File: src/rtl/ex_mdu_pkg.sv
// Shared encodings for the EX-stage multiply/divide unit: aluop codes, register
// address width and FSM states. Optional build macro: MDU_FAST_MUL_EN.
package ex_mdu_pkg;

    localparam int ALUOP_W   = 8;
    localparam int REGADDR_W = 5;

    localparam logic [REGADDR_W-1:0] NOP_REG_ADDR = 5'd0;

    // M-extension ops sit in their own block next to the base ALU ops
    localparam logic [ALUOP_W-1:0] EX_MUL    = 8'h20;
    localparam logic [ALUOP_W-1:0] EX_MULH   = 8'h21;
    localparam logic [ALUOP_W-1:0] EX_MULHSU = 8'h22;
    localparam logic [ALUOP_W-1:0] EX_MULHU  = 8'h23;
    localparam logic [ALUOP_W-1:0] EX_DIV    = 8'h24;
    localparam logic [ALUOP_W-1:0] EX_DIVU   = 8'h25;
    localparam logic [ALUOP_W-1:0] EX_REM    = 8'h26;
    localparam logic [ALUOP_W-1:0] EX_REMU   = 8'h27;

    typedef enum logic [1:0] {
        ST_IDLE = 2'd0,
        ST_MUL  = 2'd1,
        ST_DIV  = 2'd2,
        ST_DONE = 2'd3
    } mdu_state_t;

    function automatic logic is_div_op(input logic [ALUOP_W-1:0] op);
        case (op)
            EX_DIV, EX_DIVU, EX_REM, EX_REMU: return 1'b1;
            default:                          return 1'b0;
        endcase
    endfunction

    function automatic logic is_signed_div(input logic [ALUOP_W-1:0] op);
        case (op)
            EX_DIV, EX_REM: return 1'b1;
            default:        return 1'b0;
        endcase
    endfunction

    function automatic logic mul_r1_signed(input logic [ALUOP_W-1:0] op);
        case (op)
            EX_MULH, EX_MULHSU: return 1'b1;
            default:            return 1'b0;
        endcase
    endfunction

    function automatic logic mul_r2_signed(input logic [ALUOP_W-1:0] op);
        case (op)
            EX_MULH: return 1'b1;
            default: return 1'b0;
        endcase
    endfunction

endpackage

File: src/rtl/mdu_divider.sv
// Radix-2 restoring divider on operand magnitudes with sign fix-up; divide-by-zero
// and signed overflow finish in the first cycle without iterating.
module mdu_divider #(
    parameter int XLEN  = 32,
    parameter int CNT_W = $clog2(XLEN) + 1
) (
    input  logic            clk,
    input  logic            rst,
    input  logic            i_start,
    input  logic            i_kill,
    input  logic [XLEN-1:0] i_dividend,
    input  logic [XLEN-1:0] i_divisor,
    input  logic            i_signed,
    output logic [XLEN-1:0] o_quotient,
    output logic [XLEN-1:0] o_remainder,
    output logic            o_done
);

    localparam logic [XLEN-1:0] ONE_W  = {{(XLEN-1){1'b0}}, 1'b1};
    localparam logic [XLEN-1:0] MIN_W  = {1'b1, {(XLEN-1){1'b0}}};

    logic             r_busy, r_special, r_q_neg, r_r_neg;
    logic [CNT_W-1:0] r_cnt;
    logic [XLEN-1:0]  r_rem, r_quo, r_dvsr, r_sp_quo, r_sp_rem;

    logic             w_a_neg, w_b_neg, w_div0, w_ovf, w_ge;
    logic [XLEN-1:0]  w_a_mag, w_b_mag, w_rem_nxt, w_quo_nxt;
    logic [XLEN:0]    w_trial, w_diff;

    assign w_a_neg = i_signed & i_dividend[XLEN-1];
    assign w_b_neg = i_signed & i_divisor[XLEN-1];
    assign w_a_mag = w_a_neg ? (~i_dividend + ONE_W) : i_dividend;
    assign w_b_mag = w_b_neg ? (~i_divisor + ONE_W) : i_divisor;
    assign w_div0  = (i_divisor == {XLEN{1'b0}});
    assign w_ovf   = i_signed & (i_dividend == MIN_W) & (i_divisor == {XLEN{1'b1}});

    // Remainder never exceeds the divisor, so a borrow out of bit XLEN means "restore"
    assign w_trial   = {r_rem, r_quo[XLEN-1]};
    assign w_diff    = w_trial - {1'b0, r_dvsr};
    assign w_ge      = ~w_diff[XLEN];
    assign w_rem_nxt = w_ge ? w_diff[XLEN-1:0] : w_trial[XLEN-1:0];
    assign w_quo_nxt = {r_quo[XLEN-2:0], w_ge};

    assign o_done = r_busy & (r_special | (r_cnt == CNT_W'(XLEN - 1)));

    // Final results, valid while o_done is high
    always_comb begin
        o_quotient  = {XLEN{1'b0}};
        o_remainder = {XLEN{1'b0}};
        if (r_special) begin
            o_quotient  = r_sp_quo;
            o_remainder = r_sp_rem;
        end else begin
            o_quotient  = r_q_neg ? (~w_quo_nxt + ONE_W) : w_quo_nxt;
            o_remainder = r_r_neg ? (~w_rem_nxt + ONE_W) : w_rem_nxt;
        end
    end

    // Divider iteration state
    always_ff @(posedge clk) begin
        if (!rst) begin
            r_busy    <= 1'b0;
            r_special <= 1'b0;
            r_q_neg   <= 1'b0;
            r_r_neg   <= 1'b0;
            r_cnt     <= {CNT_W{1'b0}};
            r_rem     <= {XLEN{1'b0}};
            r_quo     <= {XLEN{1'b0}};
            r_dvsr    <= {XLEN{1'b0}};
            r_sp_quo  <= {XLEN{1'b0}};
            r_sp_rem  <= {XLEN{1'b0}};
        end else if (i_kill) begin
            r_busy <= 1'b0;
        end else if (i_start) begin
            r_busy    <= 1'b1;
            r_special <= w_div0 | w_ovf;
            r_q_neg   <= w_a_neg ^ w_b_neg;
            r_r_neg   <= w_a_neg;
            r_cnt     <= {CNT_W{1'b0}};
            r_rem     <= {XLEN{1'b0}};
            r_quo     <= w_a_mag;
            r_dvsr    <= w_b_mag;
            r_sp_quo  <= w_div0 ? {XLEN{1'b1}} : i_dividend;
            r_sp_rem  <= w_div0 ? i_dividend : {XLEN{1'b0}};
        end else if (r_busy) begin
            r_busy <= ~o_done;
            r_cnt  <= r_cnt + CNT_W'(1);
            r_rem  <= w_rem_nxt;
            r_quo  <= w_quo_nxt;
        end else begin
            r_busy <= 1'b0;
        end
    end

endmodule

File: src/rtl/ex_mdu.sv
// EX-stage M-extension unit: iterative shift-add multiplier (single-cycle product
// when MDU_FAST_MUL_EN is defined) plus restoring divider, one writeback per op.
module ex_mdu
    import ex_mdu_pkg::*;
#(
    parameter int XLEN  = 32,
    parameter int CNT_W = $clog2(XLEN) + 1
) (
    input  logic                 clk,
    input  logic                 rst,
    input  logic                 valid_i,
    input  logic [ALUOP_W-1:0]   aluop_i,
    input  logic [XLEN-1:0]      r1_i,
    input  logic [XLEN-1:0]      r2_i,
    input  logic [REGADDR_W-1:0] w_addr_i,
    input  logic                 flush_i,
    output logic                 stall_o,
    output logic                 busy_o,
    output logic                 w_req_o,
    output logic [REGADDR_W-1:0] w_addr_o,
    output logic [XLEN-1:0]      w_data_o
);

    localparam logic [XLEN-1:0]   ONE_W  = {{(XLEN-1){1'b0}}, 1'b1};
    localparam logic [2*XLEN-1:0] ONE_2W = {{(2*XLEN-1){1'b0}}, 1'b1};

    mdu_state_t           r_state, w_state_nxt;
    logic [ALUOP_W-1:0]   r_op;
    logic [REGADDR_W-1:0] r_waddr;
    logic [CNT_W-1:0]     r_cnt;
    logic [2*XLEN-1:0]    r_mcand, r_prod;
    logic [XLEN-1:0]      r_mplier, r_result;
    logic                 r_mul_neg;

    logic                 w_accept, w_r1_neg, w_r2_neg, w_mul_last, w_in_done;
    logic                 w_div_start, w_div_done;
    logic [XLEN-1:0]      w_r1_mag, w_r2_mag, w_div_quo, w_div_rem, w_result;
    logic [2*XLEN-1:0]    w_prod_nxt, w_mul_mag, w_mul_prod;

    assign w_accept    = (r_state == ST_IDLE) & valid_i & ~flush_i;
    assign w_div_start = w_accept & is_div_op(aluop_i);

    assign w_r1_neg = mul_r1_signed(aluop_i) & r1_i[XLEN-1];
    assign w_r2_neg = mul_r2_signed(aluop_i) & r2_i[XLEN-1];
    assign w_r1_mag = w_r1_neg ? (~r1_i + ONE_W) : r1_i;
    assign w_r2_mag = w_r2_neg ? (~r2_i + ONE_W) : r2_i;

    assign w_prod_nxt = r_prod + (r_mplier[0] ? r_mcand : {(2*XLEN){1'b0}});

`ifdef MDU_FAST_MUL_EN
    assign w_mul_last = 1'b1;
    assign w_mul_mag  = {{XLEN{1'b0}}, r_mcand[XLEN-1:0]} * {{XLEN{1'b0}}, r_mplier};
`else
    assign w_mul_last = (r_cnt == CNT_W'(XLEN - 1));
    assign w_mul_mag  = w_prod_nxt;
`endif

    assign w_mul_prod = r_mul_neg ? (~w_mul_mag + ONE_2W) : w_mul_mag;

    mdu_divider #(
        .XLEN  (XLEN),
        .CNT_W (CNT_W)
    ) u_divider (
        .clk         (clk),
        .rst         (rst),
        .i_start     (w_div_start),
        .i_kill      (flush_i),
        .i_dividend  (r1_i),
        .i_divisor   (r2_i),
        .i_signed    (is_signed_div(aluop_i)),
        .o_quotient  (w_div_quo),
        .o_remainder (w_div_rem),
        .o_done      (w_div_done)
    );

    // Result selection for the op being completed
    always_comb begin
        w_result = {XLEN{1'b0}};
        case (r_op)
            EX_MUL:                       w_result = w_mul_prod[XLEN-1:0];
            EX_MULH, EX_MULHSU, EX_MULHU: w_result = w_mul_prod[2*XLEN-1:XLEN];
            EX_DIV, EX_DIVU:              w_result = w_div_quo;
            EX_REM, EX_REMU:              w_result = w_div_rem;
            default:                      w_result = {XLEN{1'b0}};
        endcase
    end

    // Next-state logic; flush overrides every transition
    always_comb begin
        w_state_nxt = r_state;
        if (flush_i) begin
            w_state_nxt = ST_IDLE;
        end else begin
            case (r_state)
                ST_IDLE: w_state_nxt = w_accept ? (is_div_op(aluop_i) ? ST_DIV : ST_MUL) : ST_IDLE;
                ST_MUL:  w_state_nxt = w_mul_last ? ST_DONE : ST_MUL;
                ST_DIV:  w_state_nxt = w_div_done ? ST_DONE : ST_DIV;
                ST_DONE: w_state_nxt = ST_IDLE;
                default: w_state_nxt = ST_IDLE;
            endcase
        end
    end

    // State, operand latches and multiplier accumulator
    always_ff @(posedge clk) begin
        if (!rst) begin
            r_state   <= ST_IDLE;
            r_op      <= {ALUOP_W{1'b0}};
            r_waddr   <= NOP_REG_ADDR;
            r_cnt     <= {CNT_W{1'b0}};
            r_mcand   <= {(2*XLEN){1'b0}};
            r_prod    <= {(2*XLEN){1'b0}};
            r_mplier  <= {XLEN{1'b0}};
            r_result  <= {XLEN{1'b0}};
            r_mul_neg <= 1'b0;
        end else begin
            r_state <= w_state_nxt;
            if (w_accept) begin
                r_op      <= aluop_i;
                r_waddr   <= w_addr_i;
                r_cnt     <= {CNT_W{1'b0}};
                r_mcand   <= {{XLEN{1'b0}}, w_r1_mag};
                r_prod    <= {(2*XLEN){1'b0}};
                r_mplier  <= w_r2_mag;
                r_mul_neg <= w_r1_neg ^ w_r2_neg;
            end else if (r_state == ST_MUL) begin
                r_cnt    <= r_cnt + CNT_W'(1);
                r_mcand  <= {r_mcand[2*XLEN-2:0], 1'b0};
                r_prod   <= w_prod_nxt;
                r_mplier <= {1'b0, r_mplier[XLEN-1:1]};
            end else begin
                r_cnt <= r_cnt;
            end
            if (w_state_nxt == ST_DONE) begin
                r_result <= w_result;
            end else begin
                r_result <= r_result;
            end
        end
    end

    // A flush arriving during DONE suppresses the write in that same cycle
    assign w_in_done = (r_state == ST_DONE) & ~flush_i;
    assign w_req_o   = w_in_done;
    assign w_addr_o  = w_in_done ? r_waddr : NOP_REG_ADDR;
    assign w_data_o  = w_in_done ? r_result : {XLEN{1'b0}};
    assign busy_o    = (r_state != ST_IDLE);
    assign stall_o   = ((r_state == ST_IDLE) & valid_i) | (r_state == ST_MUL) | (r_state == ST_DIV);

endmodule

File: config.mk
export PLATFORM = sky130hd
export DESIGN_NAME = ex_mdu
export DESIGN_NICKNAME = d
export VERILOG_FILES = /design/src/rtl/ex_mdu_pkg.sv /design/src/rtl/mdu_divider.sv /design/src/rtl/ex_mdu.sv
export SDC_FILE = /design/constraint.sdc
export NUM_CORES = 1
export LEC_CHECK = 0
export CAP_MARGIN = 10
export CORE_MARGIN = 10
export CORE_UTILIZATION = 35
export CTS_CLUSTER_DIAMETER = 50
export CTS_CLUSTER_SIZE = 16
export DETAILED_ROUTE_END_ITERATION = 8
export PLACE_DENSITY_LB_ADDON = 0.2
export SLEW_MARGIN = 15
export SYNTH_ARGS = -nofsm -noshare
export SYNTH_HDL_FRONTEND = slang
export SYNTH_SLANG_ARGS = --single-unit
File: constraint.sdc
create_clock -name clk -period 7.5 [get_ports clk]
set_clock_uncertainty 0.05 [all_clocks]
set_input_delay 1.5 -clock clk [delete_from_list [all_inputs] [get_ports clk]]
set_output_delay 1.5 -clock clk [all_outputs]
set_load 0.005 [all_outputs]
Word level (Yosys, flattened, before mapping)
Cells that the tools add are included.
{ "word_totals": {"reg_bits": 384, "out_inout_bits": 40} }
{ "classes": {"n_addsub": 9, "eq_ne": 22, "n_mux": 40, "bitwise_logic": 26, "n_reduce_logical": 15} }
{ "ops": {"columns": ["op", "n"], "rows": [
  ["$mux W32", 20],
  ["$add A32 B1 Y32 const B", 4],
  ["$mux W64", 2],
  ["$not A32 Y32", 4],
  ["$pmux W32 S4", 1],
  ["$eq A8 B6 Y1 const B", 14],
  ["$add A64 B1 Y64 const B", 1],
  ["$add A64 B64 Y64", 1],
  ["$eq A32 B32 Y1 const B", 2],
  ["$not A64 Y64", 1],
  ["$sub A33 B32 Y33", 1],
  ["$logic_not A32 Y1", 1],
  ["$add A6 B1 Y6 const B", 2],
  ["$eq A6 B5 Y1 const B", 2],
  ["$mux W6", 2],
  ["$reduce_or A2 Y1", 6],
  ["$and A1 B1 Y1", 11],
  ["$mux W1", 9],
  ["$mux W2", 4],
  ["$pmux W2 S4", 1],
  ["$eq A2 B2 Y1 const B", 3],
  ["$reduce_bool A2 Y1", 3],
  ["$mux W5", 1],
  ["$not A1 Y1", 4],
  ["other kinds (7)", 12]
]} }

Logic depth before layout (Yosys ltp)
{ "depth": {"word_depth": 10, "ltp_mapped": 26, "mapped_depth_nobuf": 23} }

Modules after synthesis
A second synthesis with hierarchy kept.
{ "hier_totals": {"cells_unflattened": 4056, "area_unflattened_um2": 29348.1} }
{ "modules_own_cells": {"columns": ["module", "instances", "cells_each", "area_per_inst_um2", "seq_area_each_um2"], "rows": [
  ["ex_mdu", 1, 2386, 16848.7, 4284.1],
  ["mdu_divider", 1, 1670, 12499.5, 3403.3]
]} }

Worst setup path before layout
No wires, ideal clock.
{ "synth_timing": {"kind": "reg-to-reg", "startpoint": "register u_divider.r_quo[31]", "endpoint": "register r_result[28]", "t_arrival_ns": 5.376, "slack_ns": 1.938, "path_stages_with_launch": 26, "path_cell_list": "dfxtp_1 -> inv_1 -> ha_1 -> fa_1 -> nor2b_1 -> o2111ai_1 -> a21boi_0 -> or3_1 -> a31o_2 -> a21oi_1 -> inv_2 -> clkbuf_1 -> buf_1 -> buf_1 -> nor2_1 -> a21oi_1 -> ha_1 -> inv_1 -> nor4b_1 -> nand3b_1 -> mux2_2 -> nor3_1 -> a41oi_1 -> xnor2_1 -> a221oi_1 -> a32oi_1"} }
{ "synth_between": {"elab_chain_cells": 7, "elab_cells_between_ends": 12, "cone_classes": "add/sub (3); mux (6); bitwise (3)"} }
{ "synth_rtl": {"columns": ["item", "line", "source"], "rows": [
  ["start, declared", "mdu_divider.sv:24", "logic [XLEN-1:0] r_rem, r_quo, r_dvsr, r_sp_quo, r_sp_rem;"],
  ["start signal, assigned", "mdu_divider.sv:68", "r_quo <= {XLEN{1'b0}};"],
  ["start signal, assigned", "mdu_divider.sv:81", "r_quo <= w_a_mag;"],
  ["start signal, assigned", "mdu_divider.sv:89", "r_quo <= w_quo_nxt;"],
  ["$sub A33 B32 Y33", "mdu_divider.sv:39", "assign w_diff = w_trial - {1'b0, r_dvsr};"],
  ["$mux W32 / $not A1 Y1 (equally long branches)", "mdu_divider.sv:41, mdu_divider.sv:40", null],
  ["$not A32 Y32 (on tied branches)", "mdu_divider.sv:55, mdu_divider.sv:54", null],
  ["$add A32 B1 Y32 (on tied branches)", "mdu_divider.sv:55, mdu_divider.sv:54", null],
  ["$mux W32 (on tied branches)", "mdu_divider.sv:55, mdu_divider.sv:54", null],
  ["$mux W32", "mdu_divider.sv:50", "if (r_special) begin"],
  ["$pmux W32 S4 (*)", "ex_mdu.sv:79", "case (r_op)"],
  ["end signal, assigned", "ex_mdu.sv:114", "r_result <= {XLEN{1'b0}};"],
  ["end signal, assigned", "ex_mdu.sv:135", "r_result <= w_result;"],
  ["end signal, assigned", "ex_mdu.sv:137", "r_result <= r_result;"],
  ["end, declared", "ex_mdu.sv:32", "logic [XLEN-1:0] r_mplier, r_result;"]
]} }
Every way passes the cells marked *; elsewhere a longest branch is shown, timed or not.
A chain may end at the register's enable or synchronous reset.

Worst setup path in the final report
{ "layout_timing": {"startpoint": "register u_divider.r_quo[31]", "endpoint": "register r_result[30]"} }
The elaborated chain is that of the path after synthesis.

==> results.md <==
* Outcome: finished clean
* Fin nets at 4220
* Slew @ Worst Pin at 1.17 ns
* Die H at 311 um
* First-pass GRT wire length at 184000 um
* Avg WL per Cell at 23.1 um
* Static leakage at 13.2 nW
* Final wirelength at 121000 um
* # Max-Cap Violations at 0
* Period utilization at 83.1%
* Fmax at 0.160 GHz
* First DRT Iteration DRCs at 3614
* Flops & latches, synth at 384
* Gpl congestion at 1.01
* Synthesis-to-finish area growth at 14.7%
* Via count at 31082
* Final setup viols at 0
* Die Footprint at 96900 um^2
* CTS Hold Buffers Added at 0
* Worst Setup Path Type: register to register
* Post-Place Cells at 5099
* Async SR Flop Fraction at 0%
* Ports at 121
* Largest cells by area after synthesis: dfxtp_1 (26%), nand2_1 (9.0%), a21oi_1 (5.0%)
* Slew HR at 19.7%
* Main flop type after synthesis: dfxtp_1
* Overflow after GRT at 0
* Warnings from Yosys at 0
* RSZ-0062 raised after global routing: no
* Max-slew violations at 0
* R2R Setup Slk at 1.27 ns
* Post-Syn Area at 29700 um^2
* Total Routing Usage GR at 23.8%
* Yosys top cell by area: dfxtp_1
* Clock sink count at 384
* Post-synthesis instance total at 4082
* Num CTS Buffers at 66
* Most frequent cell after synthesis: nand2_1
* Setup TNS at 0 ns
* CP endpoint kind: register
* Largest net degree at the start of global routing at 155
* Tmin final at 6.23 ns
* TritonCTS clock tree: built
* Synthesized net count at 4268
* CTS clk-pin slew, worst paths at 0.06 ns
* Final ANT Viol Nets at 0
* Vias/cell at 5.95
* Pwr/cell area at 176 nW/um^2
* Layout cells sized above 1 at 6.90%
* Worst Path Max Fanout at 11
* Share of Yosys cell area claimed by the top area cell type at 25.9%
* Max VDD drop at 0.133 mV
* Clock Tree Root: clkbuf_16
* Pre-Repair DR Iteration Count at 6
* Post-route insts no fill at 5221
* Post_cts resized at 0
* Initial core utilization at 35.4%
* Final Hold Fails at 0
* Vias in the first global route at 29029
* Core Rows at 106
* Core region area at 84000 um^2
* Antenna violations before repair at 3
* Placed wire-length estimate at 91200 um
* Die Wd at 311 um
* HP Class: register to register
* Crit start category: register
* # fillers at 8801
* Post-CTS setup buffer count at 0
* Post-synthesis sequential area ratio at 25.9%
* Synthesized area per cell at 7.28 um^2
* DP Area at 31700 um^2
* Htree depth at 3
* IO buf count at 120
* Post-route design area at 34100 um^2
* EDFF count, synth at 0
* Synth top cells by count: nand2_1 (709), dfxtp_1 (384), a21oi_1 (294)
* Worst endpoint required time at 7.91 ns
* Clock Path Buffers at 3
* Post-synth cell types at 100
* Number of remaining DRC errors at 0
* Clock Latency Late Sink at 0.65 ns
* CP arrival at 6.65 ns
==> path summary, 6_finish.rpt <==
| kind | depth (start not counted) | end | from |
|---|---|---|---|
| max | 21 | r_result[30]$_SDFFE_PN0N_ | u_divider.r_quo[31]$_SDFFE_PN0P_ |
| min | 2 | r_prod[11]$_SDFFE_PP0P_ | r_prod[11]$_SDFFE_PP0P_ |
| max reg2reg | 21 | r_result[30]$_SDFFE_PN0N_ | u_divider.r_quo[31]$_SDFFE_PN0P_ |
| min reg2reg | 2 | r_prod[11]$_SDFFE_PP0P_ | r_prod[11]$_SDFFE_PP0P_ |
==> routing by layer <==
layer | up-vias | track usage [%] | part of all wire [%]
met1 | 14799 | 32.7 | 45
li1 | 14809 | - | -
met5 | - | 0 | 0.011
met3 | 230 | 4.03 | 7.8
met4 | 2 | 8.05 | 3.4
met2 | 1242 | 37.1 | 44
==> registers in the layout, indices dropped and copies added, names as in the netlist, 2 cells and up <==
signal	cells
r_mcand	64
r_prod	64
r_mplier	32
r_result	32
u_divider.r_dvsr	32
u_divider.r_quo	32
u_divider.r_rem	32
u_divider.r_sp_quo	32
u_divider.r_sp_rem	32
r_op	8
r_cnt	6
u_divider.r_cnt	6
r_waddr	5
r_state	2
==> cells by family (layout without fill, tap and decap cells) <==
kind of cell | Yosys count | count (layout) | share of synthesized area, %
compound gates | 1157 | 1157 | 27.2
xor+xnor | 226 | 226 | 6.71
fa+ha+maj | 105 | 105 | 4.47
buf+inv | 369 | 372 | 4.77
flops | 384 | 384 | 25.9
mux | 52 | 52 | 1.79
other cells | 0 | 2 | 0
simple gates | 1789 | 1789 | 29.1
==> metrics by stage <==
| step | worst slack (ns) | hold slack [ns] | power, mW | util [%] |
|---|---|---|---|---|
| detailed placement | 1.37 | 0.401 | 2.87 | 37.8 |
| CTS | 1.33 | 0.407 | 6.04 | 40.5 |
| global placement | 1.37 | 0.399 | 2.87 | 37.8 |
| floorplan | 1.94 | 0.367 | 2.61 | - |
| global route | 0.625 | 0.426 | 6.19 | 40.6 |
| finish | 1.27 | 0.407 | 6.00 | 40.6 |
==> layout by cell type (no fill, tap or decap), drive strengths merged, types with 33 or more instances in the layout <==
cell	n
mux2i	44
nand3	159
and2	144
o211a	75
a21oi	294
a211oi	58
nand4	64
nand2	709
nor2b	49
o21ai	210
nor4	33
a22oi	50
xor2	92
ha	103
dfxtp	384
clkbuf	72
and3	48
a21o	33
nor2	255
inv	94
buf	61
o31ai	42
nor3	116
or3	81
o21a	42
o211ai	48
xnor2	134
clkdlybuf4s50	119
==> final cells by class <==
type	count	area, um^2	share of cell area, %
well taps	1134	1420	4.16
repair buffers	180	1690	4.95
clock buffers	72	1740	5.10
clock inverters	47	563	1.65
flip-flops and latches	384	7690	22.6
multi-input cells	3329	20700	60.7
inverters	73	274	0.804
diodes	2	5.00	0.0147
==> critical path, stage by stage, from the launching register on <==
cell and delay [ns]:
dfxtp_1 0.36, inv_1 0.08, ha_1 0.22, fa_1 0.42
nor2b_1 0.24, o2111ai_1 0.28, a21boi_0 0.49, or3_1 0.27
nand4_1 0.27, a21oi_4 0.26, inv_2 0.14, a21oi_1 0.29
ha_1 0.25, inv_1 0.11, nor4b_1 0.39, nand3b_1 0.12
mux2_2 0.31, nor3_1 0.54, nand4_1 0.26, mux2i_1 0.19
a221oi_1 0.41, a32oi_1 0.16
==> power by group <==
group          switching [mW]  total (mW)  internal, mW
logic                   0.474       0.729         0.255
clock network            1.30        3.16          1.86
registers              0.0387        2.11          2.08
No activity file was read; power rests on OpenSTA's default activity.
